--- config.mk ---
export PLATFORM = sky130hd
export DESIGN_NAME = seq_alu
export DESIGN_NICKNAME = d
export VERILOG_FILES = /design/src/rtl/seq_alu_pkg.sv /design/src/rtl/seq_alu_mul.sv /design/src/rtl/seq_alu.sv
export SDC_FILE = /design/constraint.sdc
export NUM_CORES = 1
export LEC_CHECK = 0
export ABC_AREA = 0
export BUFFER_PORTS_ARGS = -buffer_cell sky130_fd_sc_hd__buf_2
export CAP_MARGIN = 5
export CORE_MARGIN = 2
export CORE_UTILIZATION = 54
export CTS_CLUSTER_SIZE = 24
export DETAILED_ROUTE_END_ITERATION = 16
export MAX_ROUTING_LAYER = met4
export PLACE_DENSITY = 0.78
export SETUP_SLACK_MARGIN = 0.05
export SLEW_MARGIN = 20
export SYNTH_ARGS = -nofsm -noshare
export SYNTH_HDL_FRONTEND = slang
export SYNTH_SLANG_ARGS = --single-unit
--- constraint.sdc ---
create_clock -name clk -period 2.7 [get_ports clk]
set_input_delay 0.405 -clock clk [delete_from_list [all_inputs] [get_ports clk]]
set_output_delay 0.405 -clock clk [all_outputs]
set_load 0.02 [all_outputs]
--- src/rtl/seq_alu_pkg.sv ---
// Shared opcodes, MOV side-effect codes and FSM states for seq_alu.
// Pure declarations: no latency, no flow control.
package seq_alu_pkg;

  localparam logic [2:0] OP_ADD = 3'd0;
  localparam logic [2:0] OP_ADC = 3'd1;
  localparam logic [2:0] OP_SUB = 3'd2;
  localparam logic [2:0] OP_SBB = 3'd3;
  localparam logic [2:0] OP_XOR = 3'd4;
  localparam logic [2:0] OP_MOV = 3'd5;
  localparam logic [2:0] OP_SHL = 3'd6;
  localparam logic [2:0] OP_MUL = 3'd7;

  localparam logic [1:0] MOV_NONE = 2'b00;
  localparam logic [1:0] MOV_RD   = 2'b01;
  localparam logic [1:0] MOV_WR   = 2'b10;
  localparam logic [1:0] MOV_TGL  = 2'b11;

  typedef enum logic {
    ST_IDLE = 1'b0,
    ST_MUL  = 1'b1
  } state_t;

endpackage

--- src/rtl/seq_alu_mul.sv ---
// Iterative shift-add multiplier, low WIDTH bits; WIDTH cycles from start to done.
// No backpressure: start is only honoured while the owner is idle, done is a single-cycle flag.
module seq_alu_mul #(
  parameter int WIDTH = 8
) (
  input  logic             clk,
  input  logic             rst_n,
  input  logic             start,
  input  logic [WIDTH-1:0] mcand_in,
  input  logic [WIDTH-1:0] mplier_in,
  output logic             busy,
  output logic             done,
  output logic [WIDTH-1:0] product
);

  localparam int CNT_W = $clog2(WIDTH + 1);

  logic [WIDTH-1:0] mcand;
  logic [WIDTH-1:0] mplier;
  logic [WIDTH-1:0] acc;
  logic [CNT_W-1:0] count;

  // product is the accumulator after this cycle's step, so the final edge can write it directly
  assign product = acc + (mplier[0] ? mcand : '0);
  assign busy    = (count != '0);
  assign done    = (count == CNT_W'(1));

  always_ff @(posedge clk or negedge rst_n) begin
    if (!rst_n) begin
      mcand  <= '0;
      mplier <= '0;
      acc    <= '0;
      count  <= '0;
    end else if (start) begin
      mcand  <= mcand_in;
      mplier <= mplier_in;
      acc    <= '0;
      count  <= CNT_W'(WIDTH);
    end else if (busy) begin
      acc    <= product;
      mcand  <= mcand << 1;
      mplier <= mplier >> 1;
      count  <= count - 1'b1;
    end
  end

endmodule

--- src/rtl/seq_alu.sv ---
// Registered ALU with carry chaining, persistent C/Z flags and MOV strobes; ops 0-6 latency 1, MUL WIDTH cycles.
// in_ready drops while a MUL iterates; no output backpressure, out_valid is a one-cycle pulse.
module seq_alu
  import seq_alu_pkg::*;
#(
  parameter int WIDTH  = 8,
  parameter int ADDR_W = 4
) (
  input  logic              clk,
  input  logic              rst_n,
  input  logic              in_valid,
  output logic              in_ready,
  input  logic [2:0]        opcode,
  input  logic [ADDR_W-1:0] addrs,
  input  logic [WIDTH-1:0]  dIn0,
  input  logic [WIDTH-1:0]  dIn1,
  output logic              out_valid,
  output logic [WIDTH-1:0]  dOut,
  output logic              carry_flag,
  output logic              zero_flag,
  output logic              memRead,
  output logic              memWrite,
  output logic              toggleOut
);

  state_t           state_q, state_d;
  logic             accept;
  logic             single_op;
  logic             mul_start, mul_busy, mul_done;
  logic [WIDTH-1:0] mul_product;
  logic [WIDTH-1:0] alu_res;
  logic             alu_c;
  logic [WIDTH:0]   sum, diff;
  logic [1:0]       mov_sel;
  logic             unused_addrs;

  assign in_ready     = (state_q == ST_IDLE);
  assign accept       = in_valid && in_ready;
  assign single_op    = accept && (opcode != OP_MUL);
  assign mov_sel      = addrs[ADDR_W-1 -: 2];
  assign unused_addrs = ^addrs;

  // carry_flag is already the value written by the previous accept, so ADC/SBB chain bubble-free
  assign sum  = {1'b0, dIn0} + {1'b0, dIn1} + {{WIDTH{1'b0}}, (opcode == OP_ADC) & carry_flag};
  assign diff = {1'b0, dIn0} - {1'b0, dIn1} - {{WIDTH{1'b0}}, (opcode == OP_SBB) & carry_flag};

  always_comb begin
    alu_res = '0;
    alu_c   = carry_flag;
    case (opcode)
      OP_ADD, OP_ADC: begin alu_res = sum[WIDTH-1:0];  alu_c = sum[WIDTH];  end
      OP_SUB, OP_SBB: begin alu_res = diff[WIDTH-1:0]; alu_c = diff[WIDTH]; end
      OP_XOR:         alu_res = dIn0 ^ dIn1;
      OP_MOV:         alu_res = dIn1;
      OP_SHL: begin
        alu_res = {dIn0[WIDTH-2:0], 1'b0};
        alu_c   = dIn0[WIDTH-1];
      end
      default:        alu_res = '0;
    endcase
  end

  always_comb begin
    state_d   = state_q;
    mul_start = 1'b0;
    case (state_q)
      ST_IDLE: begin
        if (accept && opcode == OP_MUL) begin
          mul_start = 1'b1;
          state_d   = ST_MUL;
        end
      end
      ST_MUL: begin
        if (mul_done || !mul_busy) state_d = ST_IDLE;
      end
      default: state_d = ST_IDLE;
    endcase
  end

  always_ff @(posedge clk or negedge rst_n) begin
    if (!rst_n) state_q <= ST_IDLE;
    else        state_q <= state_d;
  end

  always_ff @(posedge clk or negedge rst_n) begin
    if (!rst_n) begin
      out_valid  <= 1'b0;
      dOut       <= '0;
      carry_flag <= 1'b0;
      zero_flag  <= 1'b0;
      memRead    <= 1'b0;
      memWrite   <= 1'b0;
      toggleOut  <= 1'b0;
    end else begin
      out_valid <= 1'b0;
      memRead   <= single_op && opcode == OP_MOV && mov_sel == MOV_RD;
      memWrite  <= single_op && opcode == OP_MOV && mov_sel == MOV_WR;
      toggleOut <= single_op && opcode == OP_MOV && mov_sel == MOV_TGL;
      if (single_op) begin
        out_valid  <= 1'b1;
        dOut       <= alu_res;
        carry_flag <= alu_c;
        zero_flag  <= (alu_res == '0);
      end else if (state_q == ST_MUL && mul_done) begin
        out_valid <= 1'b1;
        dOut      <= mul_product;
        zero_flag <= (mul_product == '0);
      end
    end
  end

  seq_alu_mul #(.WIDTH(WIDTH)) u_mul (
    .clk       (clk),
    .rst_n     (rst_n),
    .start     (mul_start),
    .mcand_in  (dIn0),
    .mplier_in (dIn1),
    .busy      (mul_busy),
    .done      (mul_done),
    .product   (mul_product)
  );

endmodule

# Word-level counts from Yosys, hierarchy flattened
# Cells that the tools add are included.
# word_totals
regBits,43
ramBits,0
latch_bits,0
elab_cells,75
rom_bits,0
input_bits,26
mem_count,0
# op_classes
n_addsub,6
shift,0
n_reduce_logical,20
n_eq_ne,12
multipliers,0
div_mod_pow,0
n_mux,21
bitwise_logic,4
magnitude_cmp,0
# ops
cell,count
$mux 8,9
$pmux 8 s5,1
$logic_not 8->1,2
$eq 3x3->1 const B,4
$add 8x8->9,1
$add 9x1->9,1
$sub 8x8->9,1
$sub 9x1->9,1
$add 8x8->8,1
$logic_and 1x1->1,8
$mux 4,2
$xor 8x8->8,1
$mux 1,7
$eq 3x2->1 const B,2
$eq 2x2->1 const B,2
$eq 4x1->1 const B,1
$reduce_bool 2->1,2
$reduce_bool 4->1,1
$reduce_or 2->1,2
$sub 4x1->4 const B,1
$eq 3x1->1 const B,1
$logic_not 3->1,1
$ne 3x3->1 const B,1
$pmux 1 s3,1
other kinds (8),9

# Depth between registers and ports, before layout
# Gate-level depths: netlist (run 1).
# logic_depth
ltp_word,6
mapped_depth,13
depth_no_buf,11

# Cells and area by module
# From an unflattened synthesis (run 1), not the netlist that was laid out.
# unflattened
hier_cells,413
hier_area_um2,3535.9
# modules_own_cells
mod,instances,seq_area_each_um2,area_per_inst_um2,cells_each
seq_alu,1,375.4,1911.8,244
seq_alu_mul,1,700.7,1624.1,169

# Worst setup path after synthesis (run 1)
# Ideal clock, no wire load.
# synth_timing
kind,in2reg
from,input opcode[2]
to,register zero_flag
cell_stages,11
t_required_ns,2.605
t_arrival_ns,2.966
slack_ns,-0.362
path_cell_list,buf_2 nor2b_1 clkbuf_1 nand3_1 fa_1 fa_1 xor2_1 a2111oi_0 o2111a_1 nand4_1 o31ai_1
# synth_via
elab_chain_len,6
elab_cells_between_ends,19
cone_classes,2 x add/sub; 7 x eq/ne; 2 x mux; 2 x bitwise; 6 x reduce/logical
# synth_rtl
element,line,rtl
from (decl),seq_alu.sv:13,"input logic [2:0] opcode,"
$eq 3x2->1 or $eq 3x1->1 (tied branches),"seq_alu.sv:45, seq_alu.sv:50, seq_alu.sv:44",
$and 1x1->1 (on tied branches),"seq_alu.sv:45, seq_alu.sv:44",
$sub 9x1->9 or $add 9x1->9 (tied branches),"seq_alu.sv:45, seq_alu.sv:44",
$pmux 8 s5,seq_alu.sv:50,case (opcode)
$logic_not 8->1,seq_alu.sv:103,zero_flag <= (alu_res == '0);
$mux 1,seq_alu.sv:99,if (single_op) begin
to (signal assigned),seq_alu.sv:103,
to (signal assigned),seq_alu.sv:107,zero_flag <= (mul_product == '0);
to (decl),seq_alu.sv:20,"output logic zero_flag,"
# Several ways; a longest one is shown, not always the timed one.
# A chain may end at the register's enable or synchronous reset.

# Worst setup path after layout (run 1)
# layout_timing
from,register carry_flag
to,register dOut[5]
# layout_via
elab_chain_len,4
elab_cells_between_ends,6
cone_classes,2 x add/sub; 2 x mux; 2 x bitwise
# layout_rtl
element,line,rtl
from (decl),seq_alu.sv:19,"output logic carry_flag,"
from (signal assigned),seq_alu.sv:102,carry_flag <= alu_c;
$and 1x1->1 (on tied branches),"seq_alu.sv:45, seq_alu.sv:44",
$sub 9x1->9 or $add 9x1->9 (tied branches),"seq_alu.sv:45, seq_alu.sv:44",
$pmux 8 s5 (*),seq_alu.sv:50,
$mux 8 (*),seq_alu.sv:99,
to (signal assigned),seq_alu.sv:101,dOut <= alu_res;
to (signal assigned),seq_alu.sv:106,dOut <= mul_product;
to (decl),seq_alu.sv:18,"output logic [WIDTH-1:0] dOut,"
# Mark *: on every way between the ends. The rest lies on a longest branch, timed or not.

==> results.py, run 1 <==
metrics = {
    "run_status": {
        "status": "finished, final reports clean",
    },
    "route": {
        "drt_wl_total_mm": 9.13,
        "drt_iter0_markers": 183,
        "ant_nets": 0,
        "route.detailed.drc": 0,
        "vias": 3253,
        "routedWlPerCell_um": 16.6,
        "via_per_inst": 5.93,
        "drtPass1Iterations": 4,
    },
    "die": {
        "die_x_um": 84.8,
        "fp.coreArea_sq_um": 6310,
        "die_h_um": 84.8,
        "num_rows": 29,
        "ioPinCount": 41,
        "start_util_pct": 55.8,
        "die_area_sq_um": 7180,
    },
    "power": {
        "peakVddDrop_uv": 473,
        "p_leak_nw": 2.02,
        "totalPowerFinal_mw": 3.10,
        "p_per_area_nw_per_um2": 732,
    },
    "timing": {
        "slew_headroom_pct": 36.1,
        "hold_ws_ns": 0.250,
        "rsz0062_at_grt": "yes",
        "worst_pin_slew_ns": 0.958,
        "period_minus_slack_ns": 2.65,
        "setup_viol": 0,
        "worst_slack_ns": 0.0473,
        "timing.final.max_slew_violations": 0,
        "final_hold_viol_count": 0,
        "final.setup.tns_ns": 0,
        "post-route-period-util_pct": 98.2,
        "skew_ns": 0.00916,
        "fmax_mhz": 377,
    },
    "placed_design": {
        "numPlacedInstances": 540,
        "io_buffers": 38,
        "dpl.hpwl_mm": 7.17,
        "gp_congestion": 0.949,
        "dp_worst_setup_slack_ns": -0.257,
    },
    "synthesis": {
        "async_flop_share_pct": 100,
        "syn_nets": 472,
        "synth_ff_type": "dfrtp_1",
        "synthCells": 409,
        "syn_avg_cell_area_sq_um": 8.61,
        "synth-seq-cells": 43,
        "synth-edff-count": 0,
        "ys_seq_area_share_pct": 30.6,
        "ys_types": 57,
        "yosys_warnings": 0,
        "synth_area_sq_um": 3520,
    },
    "grt": {
        "grt_max_degree": 46,
        "grt_pass1_vias": 3085,
        "antenna_found_initial": 0,
        "grt_use_total_pct": 27.0,
        "overflow": 0,
        "grt_pass1_wl_mm": 14.9,
    },
    "clock_network": {
        "cts_tree": "yes",
        "cts_inserted_buffers": 5,
        "cts.sinks": 43,
        "h-tree-depth": 2,
        "clk_pin_slew_ns": 0.09,
        "clockRootBuffer": "clkbuf_8",
        "cts.path.max_buffers": 2,
        "cts-hold-fix-buffers": 0,
        "clkLatencyLatePin_ns": 0.30,
    },
    "critical_path": {
        "crit_fanout": 4,
        "r2r_cells": 8,
        "r2r_slack_ns": 0.05,
        "cp-end-kind": "flip-flop",
        "timing.rr.start": "carry_flag",
        "cp_data_required_time_ns": 2.89,
        "rr_endpoint": "dOut[5]",
        "cp.arrival_ns": 2.84,
        "worstSetupStartpointType": "flip-flop",
        "worstSetupPathType": "reg2reg",
    },
    "finish": {
        "antenna_cells": 0,
        "final_nets": 534,
        "syn_to_final_growth_pct": 20.2,
        "final_layout_size_suffix_gt1_share_pct": 23.1,
        "post_layout_nonfiller_instances": 549,
    },
    "job": {
        "drv_cap": 0,
    },
    "hold_path": {
        "hp-class": "in2async",
    },
}
==> layer usage <==
| layer | track usage, % | part of all wire [%] | routed length (um) | vias to the layer above |
|---|---|---|---|---|
| li1 | - | - | - | 1577 |
| met1 | 35.7 | 46 | 4220 | 1555 |
| met2 | 42.8 | 46 | 4240 | 102 |
| met3 | 3.93 | 5.0 | 460 | 19 |
| met4 | 9.09 | 2.3 | 213 | 0 |
| met5 | - | 0 | 0 | - |
==> stage by stage <==
step | area [sq um] | utilization (%)
3_5_place_dp | 4050 | 64.1
3_3_place_gp | 4050 | 64.1
5_1_grt | 4230 | 67.1
4_1_cts | 4170 | 66.0
2_1_floorplan | 3600 | -
6_report | 4230 | 67.1
==> state kept, by name, indices dropped and copies added, names as in the netlist, 4 cells and up <==
| signal | flops |
|---|---|
| dOut | 8 |
| u_mul.acc | 8 |
| u_mul.mplier | 8 |
| u_mul.mcand | 8 |
| u_mul.count | 4 |
==> cells in the mapped netlist, types with 2 or more instances <==
library cell,count,share of area [%]
a22oi_1,3,0.64
o2111a_1,3,0.96
dfrtp_1,43,31
or3_1,2,0.36
xor2_1,7,1.7
nand2_1,45,4.8
o311ai_0,2,0.50
and3_1,6,1.1
nor2b_1,9,1.6
a32oi_1,3,0.75
a21oi_1,20,2.8
and3b_1,2,0.50
inv_1,37,3.9
and2_1,11,2.0
a21o_1,5,1.1
a211oi_1,7,1.5
a31oi_1,2,0.36
nand3_1,5,0.71
nand2b_1,8,1.4
nand4_1,2,0.36
nor2_1,29,3.1
o221ai_1,2,0.50
nor3_1,7,0.99
o31ai_1,4,0.85
xnor2_1,6,1.5
mux2i_1,18,5.1
clkbuf_1,9,0.96
o21ai_0,32,4.5
a221o_1,5,1.4
a311oi_1,3,0.75
buf_2,6,0.85
a21boi_0,2,0.43
o211ai_1,3,0.64
ha_1,32,11
a211o_1,2,0.50
a2111oi_0,2,0.50
fa_1,5,2.8
==> worst max path at each step <==
stage,endpoint,slack [ns],from,depth (start not counted)
3_3_place_gp,dOut[5],-0.20,opcode[2],11
6_report,dOut[5],0.05,carry_flag,8
4_1_cts,zero_flag,0.03,carry_flag,10
5_1_grt,dOut[5],-0.003,carry_flag,8
3_5_place_dp,dOut[5],-0.26,opcode[2],11
2_1_floorplan,dOut[5],-0.11,opcode[2],12
==> layout by cell type (no fill, tap or decap), types with 5 or more instances in the layout <==
master,count
a221o_1,5
a21o_1,5
nor3_1,5
nor2b_1,9
o21ai_0,31
inv_1,35
mux2i_1,18
nand2b_1,7
buf_2,38
dfrtp_1,42
a21oi_1,18
xor2_1,7
a211oi_1,7
ha_1,30
nand2_1,45
xnor2_1,5
and2_1,11
clkbuf_8,5
buf_4,33
nor2_1,27
==> worst max-delay path: stages (launching register included) <==
cell      delay, ns
dfrtp_2        0.45
nand3_2        0.12
fa_2           0.58
ha_4           0.13
o21ai_2        0.07
a311oi_2       0.39
xor2_1         0.12
a221o_1        0.37
a221o_1        0.31
==> cell families after synthesis <==
group / after synthesis / share of synthesized area, %
and+or+nand+nor: 134 / 19.0
AOI/OAI and AO/OA: 110 / 21.3
buffers and inverters: 53 / 5.97
DFF: 43 / 30.6
adders and majority gates: 37 / 14.2
muxes: 19 / 5.75
xor gates and xnor gates: 13 / 3.23
==> report_power, final <==
group          total, mW  switching, mW  internal (mW)  leakage (nW)
registers           1.02          0.157          0.867         0.554
clock network      0.509          0.233          0.276        0.0581
logic               1.57          0.876          0.690          1.40
total               3.10           1.27           1.83          2.02
==> layout make-up <==
cell class / instances / area, sq um
timing repair buffer: 71 / 438
multi-input combinational: 313 / 2370
tap: 77 / 96.3
clock inverter: 3 / 43.8
inverter: 37 / 139
fill: 524 / 2080
sequential: 43 / 1080
clock buffer: 5 / 68.8
==> repair_timing <==
action / 4_1_cts / 5_1_grt
gates resized for setup: 1 / 15
setup buffers: 1 / 0
pin swaps: 2 / 6
setup endpoints to repair: 6 / 6
(Power assumes the default switching activity.)
==> run 2, diff against run 1 <==
==> constraint.sdc (replaced) <==
create_clock -name clk -period 2.7 [get_ports clk]
set_input_delay 0 -clock clk [delete_from_list [all_inputs] [get_ports clk]]
set_output_delay 0 -clock clk [all_outputs]
set_load 0.02 [all_outputs]
==> run 2 against run 1 <==
Effect of this change:
- total power is 0.19% lower
- critical path depth is the same
- first-iteration DRC count up 79%
- hold slack worse by 0.22 ns
- via count up 0.89%
- global-route usage grew 0.82 points
- sequential share of layout area is 0.33 points lower
- critical endpoint unchanged
- clock power increased by 6.1%
- die area stayed put
==> results.py, run 2 (synthesis results as in run 1) <==
metrics = {
    "run_status": {
        "status": "finished, final reports clean",
    },
    "finish": {
        "final_cell_mix": "45 x nand2_1, 42 x dfrtp_1, 37 x buf_2",
        "final_layout_size_suffix_gt1_share_pct": 18.8,
        "post_layout_nonfiller_instances": 551,
        "antenna_cells": 0,
        "fillers": 527,
        "seqCellArea_sq_um": 1080,
        "syn_to_final_growth_pct": 21.8,
        "multi_input_area_sq_um": 2360,
        "final_nets": 536,
        "layout_commonest_cell": "nand2_1",
        "fin_util_pct": 67.9,
    },
    "placed_design": {
        "numPlacedInstances": 525,
        "dpl.hpwl_mm": 7.01,
        "dp_worst_setup_slack_ns": 0.00823,
        "io_buffers": 38,
        "gp_congestion": 0.987,
    },
    "route": {
        "via_per_inst": 5.96,
        "route.detailed.drc": 0,
        "drtPass1Iterations": 5,
        "vias": 3282,
        "drt_iter0_markers": 327,
        "ant_nets": 0,
        "drt_wl_total_mm": 9.35,
        "routedWlPerCell_um": 17.0,
    },
    "die": {
        "ioPinCount": 41,
        "die_area_sq_um": 7180,
        "die_x_um": 84.8,
        "num_rows": 29,
        "start_util_pct": 55.8,
        "die_h_um": 84.8,
        "fp.coreArea_sq_um": 6310,
    },
    "timing": {
        "setup_viol": 0,
        "hold_ws_ns": 0.0286,
        "worst_pin_slew_ns": 0.589,
        "period_minus_slack_ns": 2.59,
        "worst_slack_ns": 0.110,
        "final.setup.tns_ns": 0,
        "final_hold_viol_count": 0,
        "timing.final.max_slew_violations": 0,
        "rsz0062_at_grt": "yes",
        "fmax_mhz": 386,
        "post-route-period-util_pct": 95.9,
        "skew_ns": 0.0210,
        "slew_headroom_pct": 60.6,
    },
    "grt": {
        "grt_use_total_pct": 27.8,
        "grt_max_degree": 46,
        "overflow": 0,
        "antenna_found_initial": 0,
        "grt_pass1_vias": 3088,
        "grt_pass1_wl_mm": 15.3,
    },
    "clock_network": {
        "clkLatencyLatePin_ns": 0.31,
        "clk_pin_slew_ns": 0.10,
        "cts.sinks": 43,
        "clockRootBuffer": "clkbuf_8",
        "h-tree-depth": 2,
        "cts_tree": "yes",
        "cts_inserted_buffers": 5,
        "cts.path.max_buffers": 2,
    },
    "critical_path": {
        "rr_endpoint": "dOut[5]",
        "r2r_slack_ns": 0.11,
        "cp-end-kind": "flip-flop",
        "worstSetupPathType": "reg2reg",
        "setup.worst_path.end": "dOut[5]",
        "timing.rr.start": "carry_flag",
        "cp.arrival_ns": 2.85,
        "r2r_cells": 8,
        "crit_fanout": 4,
        "startpoint": "carry_flag",
        "cp_data_required_time_ns": 2.96,
        "worstSetupStartpointType": "flip-flop",
    },
    "power": {
        "p_leak_nw": 2.02,
        "p_per_area_nw_per_um2": 721,
        "peakVddDrop_uv": 491,
    },
    "hold_path": {
        "hp-class": "in2reg",
    },
    "job": {
        "drv_cap": 0,
    },
}
## run 2: what timing repair did
item	CTS	global route
cloned	0	0
pin swaps	0	11
endpoints found under the setup margin	4	6
resized for setup	5	23
hold endpoints to repair	59	0
hold buffers	17	0
buffers inserted	0	1
## run 2: critical path, stage by stage (launching register included)
cell and delay, ns:
dfrtp_2 0.45, and3_1 0.19, fa_2 0.35, and3b_1 0.21
o31a_1 0.30, or4b_1 0.51, a41oi_2 0.18, a221o_1 0.19
a221o_1 0.14
## run 2: layout make-up
type                    count  area share [%]
clock buffers               5            1.60
well taps                  77            2.25
flip-flops and latches     43            25.1
clock inverters             3            1.08
inverters                  37            3.24
multi-input cells         313            55.1
repair buffers             73            11.6
## run 2: metrics by stage
step / total power [mW] / cell area [sq um]
6_report: 3.09 / 4290
5_1_grt: 3.32 / 4290
4_1_cts: 3.04 / 4170
3_5_place_dp: 2.46 / 3870
3_3_place_gp: 2.42 / 3870
2_1_floorplan: 2.01 / 3520
## run 2: how the worst min path moves through the flow
stage | start | endpoint | slack, ns | cells past startpoint
finish | dIn0[0] | u_mul.mcand[0] | 0.03 | 3
global route | dIn0[0] | u_mul.mcand[0] | 0.06 | 3
CTS | dIn0[0] | u_mul.mcand[0] | 0.03 | 3
detailed placement | addrs[2] | memWrite | 0.19 | 2
global placement | addrs[2] | memWrite | 0.18 | 2
floorplan | rst_n | carry_flag | -0.30 | 0
## run 2: routing by layer
| metal | wire length [um] | GRT usage (%) | vias to the layer above |
|---|---|---|---|
| met5 | 0 | - | - |
| met4 | 109 | 5.19 | 0 |
| met3 | 496 | 3.34 | 15 |
| met2 | 4430 | 44.4 | 99 |
| met1 | 4310 | 38.7 | 1578 |
| li1 | - | - | 1590 |
## run 2: power by group
part           leakage [nW]  total (mW)  switching [mW]  internal [mW]
sequential            0.554        1.01           0.147          0.867
combinational          1.42        1.54           0.873          0.667
clock                0.0548       0.540           0.261          0.279
